File: config.mk
export PLATFORM = sky130hd
export DESIGN_NAME = pipeline_hazard_controller
export DESIGN_NICKNAME = d
export VERILOG_FILES = /design/src/rtl/pipeline_hazard_controller.sv
export SDC_FILE = /design/constraint.sdc
export NUM_CORES = 1
export LEC_CHECK = 0
export BUFFER_PORTS_ARGS = -buffer_cell sky130_fd_sc_hd__clkbuf_2
export CAP_MARGIN = 20
export CORE_AREA = 5 5 58 72
export CTS_CLUSTER_DIAMETER = 30
export DETAILED_ROUTE_END_ITERATION = 16
export DIE_AREA = 0 0 63 77
export HOLD_SLACK_MARGIN = 0.03
export PLACE_DENSITY = 0.7
export SLEW_MARGIN = 20
export SYNTH_ARGS = -nofsm -noshare
export SYNTH_HDL_FRONTEND = slang
export SYNTH_SLANG_ARGS = --single-unit
File: constraint.sdc
create_clock -name clock -period 5.35 [get_ports clock]
set_clock_uncertainty 0.2 [all_clocks]
set_input_delay 1.07 -clock clock [delete_from_list [all_inputs] [get_ports clock]]
set_output_delay 1.07 -clock clock [all_outputs]
set_load 0.005 [all_outputs]
File: src/rtl/pipeline_hazard_controller.sv
// pipeline_hazard_controller: stall/flush sequencer for load-use, branch squash and bounded data-memory waits
module pipeline_hazard_controller #(
  parameter int MEM_TIMEOUT = 8,
  parameter int COUNT_WIDTH = 16
) (
  input  logic                   clock,
  input  logic                   reset,
  input  logic [4:0]             id_rsAddress,
  input  logic [4:0]             id_rtAddress,
  input  logic                   id_usesRs,
  input  logic                   id_usesRt,
  input  logic                   id_branchTaken,
  input  logic                   ex_isLoad,
  input  logic [4:0]             ex_registerWriteAddress,
  input  logic                   mem_isMemoryAccess,
  input  logic                   mem_ready,
  output logic                   pc_stall,
  output logic                   ifid_stall,
  output logic                   ifid_flush,
  output logic                   idex_stall,
  output logic                   idex_flush,
  output logic                   exmem_stall,
  output logic                   memwb_bubble,
  output logic                   mem_error,
  output logic [COUNT_WIDTH-1:0] stall_cycles
);
  typedef enum logic {RUN, MEM_WAIT} state_t;
  state_t                 state_q, state_d;
  logic [7:0]             wait_q, wait_d;
  logic                   err_q, err_d;
  logic [COUNT_WIDTH-1:0] cnt_q, cnt_d;
  logic                   mem_hold, mem_freeze, mem_abort, freeze, run, load_use;
  always_comb begin
    mem_hold     = mem_isMemoryAccess && !mem_ready;
    mem_freeze   = (state_q == RUN) ? mem_hold : mem_hold && (wait_q < 8'(MEM_TIMEOUT));
    mem_abort    = (state_q == MEM_WAIT) && mem_hold && (wait_q == 8'(MEM_TIMEOUT));
    freeze       = !reset && mem_freeze;
    run          = !reset && !mem_freeze && !mem_abort;
    load_use     = run && ex_isLoad && (ex_registerWriteAddress != 5'd0) &&
                   ((id_usesRs && id_rsAddress == ex_registerWriteAddress) ||
                    (id_usesRt && id_rtAddress == ex_registerWriteAddress));
    pc_stall     = freeze || load_use;
    ifid_stall   = freeze || load_use;
    ifid_flush   = run && !load_use && id_branchTaken;
    idex_stall   = freeze;
    idex_flush   = load_use;
    exmem_stall  = freeze;
    memwb_bubble = freeze || (!reset && mem_abort);
    mem_error    = err_q;
    stall_cycles = cnt_q;
    state_d      = (state_q == RUN) ? (mem_hold ? MEM_WAIT : RUN) : (mem_freeze ? MEM_WAIT : RUN);
    wait_d       = (state_q == RUN) ? (mem_hold ? 8'd1 : 8'd0) : (mem_freeze ? wait_q + 8'd1 : 8'd0);
    err_d        = err_q || mem_abort;
    cnt_d        = (pc_stall && !(&cnt_q)) ? cnt_q + COUNT_WIDTH'(1) : cnt_q;
  end
  always_ff @(posedge clock) begin
    if (reset) begin
      state_q <= RUN;
      wait_q  <= 8'd0;
      err_q   <= 1'b0;
      cnt_q   <= '0;
    end else begin
      state_q <= state_d;
      wait_q  <= wait_d;
      err_q   <= err_d;
      cnt_q   <= cnt_d;
    end
  end
endmodule
==> impl_metrics.csv, run 1 <==
group,metric,value,unit
timing,fin_crit,3.87,ns
worst_setup_path,end_kind,"output port",
die,row_count,24,
global_routing,grt_max_degree,26,
power,max-vdd-ir-drop,0.174,mV
die,die_height,77,um
worst_setup_path,crit_path_start_kind,"input port",
global_routing,busiest_layer,"met2",
detailed_routing,wl_per_cell,12.8,um
power,power.leakage,0.690,nW
detailed_routing,viasPerCell,5.39,
detailed_routing,drtIter0Drc,66,
worst_setup_path,path_cells,"clkbuf_2 -> or4_1 -> o21a_1 -> a31oi_4 -> buf_4 -> inv_2 -> clkbuf_2",
finish,finalNetCount,237,
die,io-pin-count,47,
global_routing,antenna_found_initial,0,
synth,yosysTopAreaCell,"dfxtp_1",
worst_setup_path,reg2reg_depth,7,
flow_run,max_cap_violations,0,
synth,yosysWarnings,0,
global_routing,grt_util_met1,0.159,
worst_setup_path,r2r_start,"wait_q[7]",
global_routing,grt_pass1_vias,1422,
worst_setup_path,path_class,"input port to output port",
synth,yosysUniqueCellTypes,45,
detailed_routing,wl,3180,um
synth,async_flop_share,0,
global_routing,use_met3,0.0292,
status,status,"complete, no violations",
global_routing,overflow,0,
die,die_area,4850,um^2
timing,finalMaxSlewViolations,0,
global_routing,grt_usage,0.139,
clock_network,htreeDepth,1,
clock_network,ctsResizeCount,0,
clock_network,cts_buffer_depth,2,
timing,setup-violations-final,0,
worst_setup_path,cpPeakStageDelay,0.52,ns
timing,rsz0062_at_grt,"no",
global_routing,gr-usage-met2,0.261,
clock_network,clock_sinks,26,
timing,clock.fmax,258,MHz
worst_setup_path,crit_path_start,"ex_registerWriteAddress[0]",
clock_network,cts_tree,"built",
synth,synth-seq-cells,26,
worst_setup_path,worstPathArrival,2.60,ns
synth,synthesis.area,1470,um^2
die,core_area,3450,um^2
synth,avgSynthCellArea,8.98,um^2
finish,drive_gt1_frac,0.305,
synth,synth_top_area_share,0.353,
synth,yosysSeqAreaShare,0.353,
detailed_routing,drcViolationCount,0,
die,fp.dieW,63,um
power,power_density,223,nW/um^2
detailed_routing,drt_first_pass_iters,4,
place,gp_congestion,0.751,
synth,ys_top_cells_by_area,"dfxtp_1, xnor2_1, nand2_1",
place,pre_cts_slack,1.48,ns
place,port_buffers,46,
synth,synth_cells,164,
worst_setup_path,required,4.08,ns
hold_path,hold_path_class,"flip-flop to flip-flop",
clock_network,cts_made_buffers,3,
clock_network,insertion_delay,0.27,ns
finish,area_delta_synth_final,21.8,%
synth,synth-edff-count,0,
global_routing,grt_pass1_wl,5750,um
timing,finalCritPeriodShare,0.724,
worst_setup_path,endpoint,"ifid_stall",
worst_setup_path,cp_max_fo,25,
timing,fin_setup_tns,0,ns
timing,finalWorstSetupSlack,1.48,ns
clock_network,cts_setup_buffers,0,
detailed_routing,postRouteAntennaNets,0,
place,hpwl,2510,um
clock_network,path_clk_slew,0.09,ns
timing,hold_viol,0,
die,initial_utilization,0.426,
finish,diodes,0,
synth,synth_ff_type,"dfxtp_1",
clock_network,cts_root_buffer,"clkbuf_8",
worst_setup_path,cpMostUsedCell,"clkbuf_2",
detailed_routing,vias,1341,
worst_setup_path,crit_slowest_cell,"or4_1",
worst_setup_path,ff2ff_setup_slack,2.94,ns
clock_network,ctsHoldBuffers,0,
worst_setup_path,reg2reg_to,"stall_cycles[8]",
==> kinds of logic (layout without fill, tap and decap cells) <==
kind of cell / Yosys count / count (layout) / share of synthesized area
flip-flops: 26 / 26 / 0.353
AO/OA/AOI/OAI: 31 / 31 / 0.181
buffers and inverters: 16 / 59 / 0.0552
other: 1 / 4 / 0.00255
AND/OR/NAND/NOR: 72 / 72 / 0.289
XOR/XNOR: 11 / 11 / 0.0654
multiplexers: 4 / 4 / 0.0280
adder cells (fa/ha/maj): 3 / 3 / 0.0255
==> synth_stat cells (2+ instances only) <==
cell / count
o21ai_1: 2
buf_2: 2
or4_1: 7
xnor2_1: 11
clkbuf_1: 3
and3_1: 3
a211oi_1: 2
nand4_1: 7
a41oi_1: 2
nor4_2: 2
nor3_1: 4
dfxtp_1: 26
and2_1: 3
buf_4: 3
mux2i_1: 3
nor2b_1: 2
nor2_1: 10
o311ai_1: 3
a21oi_1: 8
nand2b_1: 3
inv_1: 6
nand3_1: 9
ha_1: 3
o31ai_1: 6
nand2_1: 14
==> state kept, by name, indices dropped and copies added (netlist names) <==
signal	count
state_q	1
wait_q	8
mem_error	1
stall_cycles	16
==> cell type report <==
type | count | area, um^2
Clock buffer | 3 | 41.3
Clock inverter | 1 | 30.0
Fill cell | 331 | 1660
Inverter | 7 | 26.3
Multi-Input combinational cell | 125 | 882
Sequential cell | 26 | 520
Tap cell | 39 | 48.8
Timing Repair Buffer | 48 | 245
==> per-stage QoR <==
step / std cells / power (mW) / hold WS, ns / util / instance area (um^2)
after floorplan: 167 / 0.229 / 0.239 / - / 1480
after global placement: 244 / 0.243 / 0.263 / 0.497 / 1720
after detailed placement: 244 / 0.244 / 0.257 / 0.497 / 1720
after CTS: 248 / 0.407 / 0.276 / 0.517 / 1790
after global routing: 249 / 0.418 / 0.314 / 0.520 / 1790
final: 249 / 0.399 / 0.270 / 0.520 / 1790
==> critical path: cells and delay by family <==
family                 cells  cell delay, ns
buffers and inverters      4            0.62
AND/OR/NAND/NOR            1            0.52
AO/OA/AOI/OAI              2            0.39
==> per-layer routing <==
metal | vias up | share of wire
li1 | 689 | -
met1 | 612 | 0.43
met2 | 40 | 0.52
met3 | 0 | 0.054
met4 | 0 | 0
met5 | - | 0
==> worst min-delay path by stage <==
| stage | from | depth (start not counted) | slack (ns) | endpoint |
|---|---|---|---|---|
| after floorplan | wait_q[1] | 2 | 0.24 | wait_q[3] |
| after global placement | wait_q[1] | 2 | 0.26 | wait_q[3] |
| after detailed placement | wait_q[1] | 2 | 0.26 | wait_q[3] |
| after CTS | wait_q[1] | 2 | 0.28 | wait_q[3] |
| after global routing | wait_q[1] | 2 | 0.31 | wait_q[3] |
| final | wait_q[1] | 2 | 0.27 | wait_q[3] |
==> power by group <==
part | internal (mW) | total (mW) | switching (mW) | leakage [nW]
Combinational | 0.0186 | 0.0400 | 0.0214 | 0.443
Sequential | 0.196 | 0.199 | 0.00278 | 0.211
Clock | 0.100 | 0.161 | 0.0605 | 0.0357
==> cell usage in the layout, fill, tap and decap left out, types with 3 or more instances in the layout <==
cell type / count
nand4_1: 7
and3_1: 3
nand2_1: 14
inv_1: 6
nand2b_1: 3
clkbuf_2: 46
a21oi_1: 8
nor3_1: 4
or4_1: 7
xnor2_1: 11
nor2_1: 10
clkbuf_8: 3
dfxtp_1: 26
o31ai_1: 6
and2_1: 3
nand3_1: 9
mux2i_1: 3
o311ai_1: 3
conb_1: 4
ha_1: 3
Power figures use the tool's default switching activity.
==> inputs of run 2 (changes only) <==
clock period = 3.8 ns   (was 5.35 ns; I/O delays follow)
==> impl_metrics.csv, run 2 (same netlist as run 1, synthesis figures left out) <==
group,metric,value,unit
finish,nFillCells,331,
timing,setup-violations-final,0,
worst_setup_path,cp_max_fo,3,
timing,hold_viol,0,
worst_setup_path,cpMostUsedCell,"clkbuf_2",
finish,drive_gt1_frac,0.305,
clock_network,cts_root_buffer,"clkbuf_8",
finish,diodes,0,
timing,clock.fmax,335,MHz
global_routing,antenna_found_initial,0,
place,port_buffers,46,
worst_setup_path,required,2.84,ns
worst_setup_path,r2r_start,"wait_q[7]",
power,power.internal,0.443,mW
power,seqPwrFrac,0.494,
worst_setup_path,reg2reg_depth,7,
power,max-vdd-ir-drop,0.202,mV
die,io-pin-count,47,
hold_path,hold_path_class,"flip-flop to flip-flop",
power,switching_power,0.124,mW
status,status,"complete, no violations",
hold_path,whs_path_depth,2,
timing,fin_crit,2.99,ns
timing,fin_setup_tns,0,ns
die,fp.dieW,63,um
worst_setup_path,cpPeakStageDelay,0.52,ns
hold_path,min_to,"wait_q[3]",
global_routing,grt_max_degree,25,
clock_network,cts_setup_buffers,0,
finish,final_cells,249,
clock_network,ctsHoldBuffers,0,
worst_setup_path,end_kind,"output port",
worst_setup_path,crit_path_start_kind,"input port",
clock_network,cts_buffer_depth,2,
place,gp_congestion,0.713,
clock_network,path_clk_slew,0.09,ns
timing,finalCritPeriodShare,0.786,
finish,finalNetCount,237,
power,swShare,0.218,
detailed_routing,drt_first_pass_iters,4,
die,row_count,24,
timing,finalMaxSlewViolations,0,
power,power,0.567,mW
finish,finish.utilization,0.520,
global_routing,grt_pass1_vias,1367,
power,p_comb_frac,0.099,
flow_run,max_cap_violations,0,
global_routing,overflow,0,
clock_network,clock_sinks,26,
die,die_height,77,um
detailed_routing,drcViolationCount,0,
detailed_routing,vias,1359,
timing,rsz0062_at_grt,"no",
detailed_routing,wl_per_cell,13.0,um
global_routing,grt_usage,0.142,
detailed_routing,wl,3230,um
finish,multi_input_area,882,um^2
clock_network,insertion_delay,0.27,ns
place,hpwl,2560,um
worst_setup_path,path_cells,"clkbuf_2 -> or4_1 -> o21a_1 -> and3_1 -> nor2_1 -> clkbuf_2",
clock_network,ctsResizeCount,0,
detailed_routing,drtIter0Drc,61,
worst_setup_path,worstPathArrival,2.03,ns
worst_setup_path,reg2reg_to,"stall_cycles[11]",
finish,regArea,520,um^2
die,initial_utilization,0.426,
global_routing,grt_pass1_wl,5880,um
finish,largest_register_ffs,16,
finish,area_delta_synth_final,21.8,%
finish,final_cell_mix,"clkbuf_2, dfxtp_1, nand2_1",
die,die_area,4850,um^2
worst_setup_path,path_class,"input port to output port",
detailed_routing,viasPerCell,5.46,
power,power.leakage,0.690,nW
die,core_area,3450,um^2
clock_network,cts_made_buffers,3,
place,placed_cells,245,
worst_setup_path,ff2ff_setup_slack,1.33,ns
hold_path,hold_start,"wait_q[1]",
power,clkPwrFrac,0.406,
power,power_density,316,nW/um^2
finish,layout.cells.most_common,"clkbuf_2",
clock_network,cts_tree,"built",
worst_setup_path,crit_slowest_cell,"or4_1",
clock_network,htreeDepth,1,
detailed_routing,postRouteAntennaNets,0,
[run 2: cell type report]
class	count	area share
Clock buffer	3	0.0230
Clock inverter	1	0.0167
Inverter	7	0.0146
Multi-Input combinational cell	125	0.492
Sequential cell	26	0.290
Tap cell	39	0.0272
Timing Repair Buffer	48	0.137
[run 2: critical path, delay by kind of cell]
family          cells  cell delay [ns]
buf+inv             2             0.23
compound gates      1             0.22
simple gates        3             0.82
[run 2: worst max-delay path by stage]
stage | to | slack (ns) | startpoint | depth (start not counted)
2_1_floorplan | pc_stall | 0.79 | ex_registerWriteAddress[0] | 6
3_3_place_gp | ifid_flush | 0.83 | ex_registerWriteAddress[0] | 6
3_5_place_dp | ifid_flush | 0.80 | ex_registerWriteAddress[0] | 6
4_1_cts | ifid_flush | 0.80 | ex_registerWriteAddress[0] | 6
5_1_grt | ifid_flush | 0.74 | ex_registerWriteAddress[0] | 6
6_report | ifid_flush | 0.81 | ex_registerWriteAddress[0] | 6
[run 2: power groups by stage]
stage                     logic [mW]  clock network (mW)  registers, mW
after global placement        0.0559                   0          0.287
final                         0.0563               0.230          0.280
after floorplan               0.0365                   0          0.286
after CTS                     0.0572               0.238          0.280
after global routing          0.0636               0.248          0.281
after detailed placement      0.0572                   0          0.287
[run 2: through the flow]
step | hold WS [ns] | area, um^2 | worst slack [ns]
after floorplan | 0.239 | 1480 | 0.787
after global placement | 0.251 | 1720 | 0.826
after detailed placement | 0.263 | 1720 | 0.804
after CTS | 0.278 | 1790 | 0.799
after global routing | 0.287 | 1790 | 0.736
final | 0.271 | 1790 | 0.812
[run 2: metal layers]
metal | routed length, um | up-vias | global-route usage
li1 | - | 690 | -
met2 | 1640 | 42 | 0.256
met1 | 1330 | 623 | 0.165
met3 | 234 | 4 | 0.0380
met5 | 0 | - | 0
met4 | 24 | 0 | 0.0318
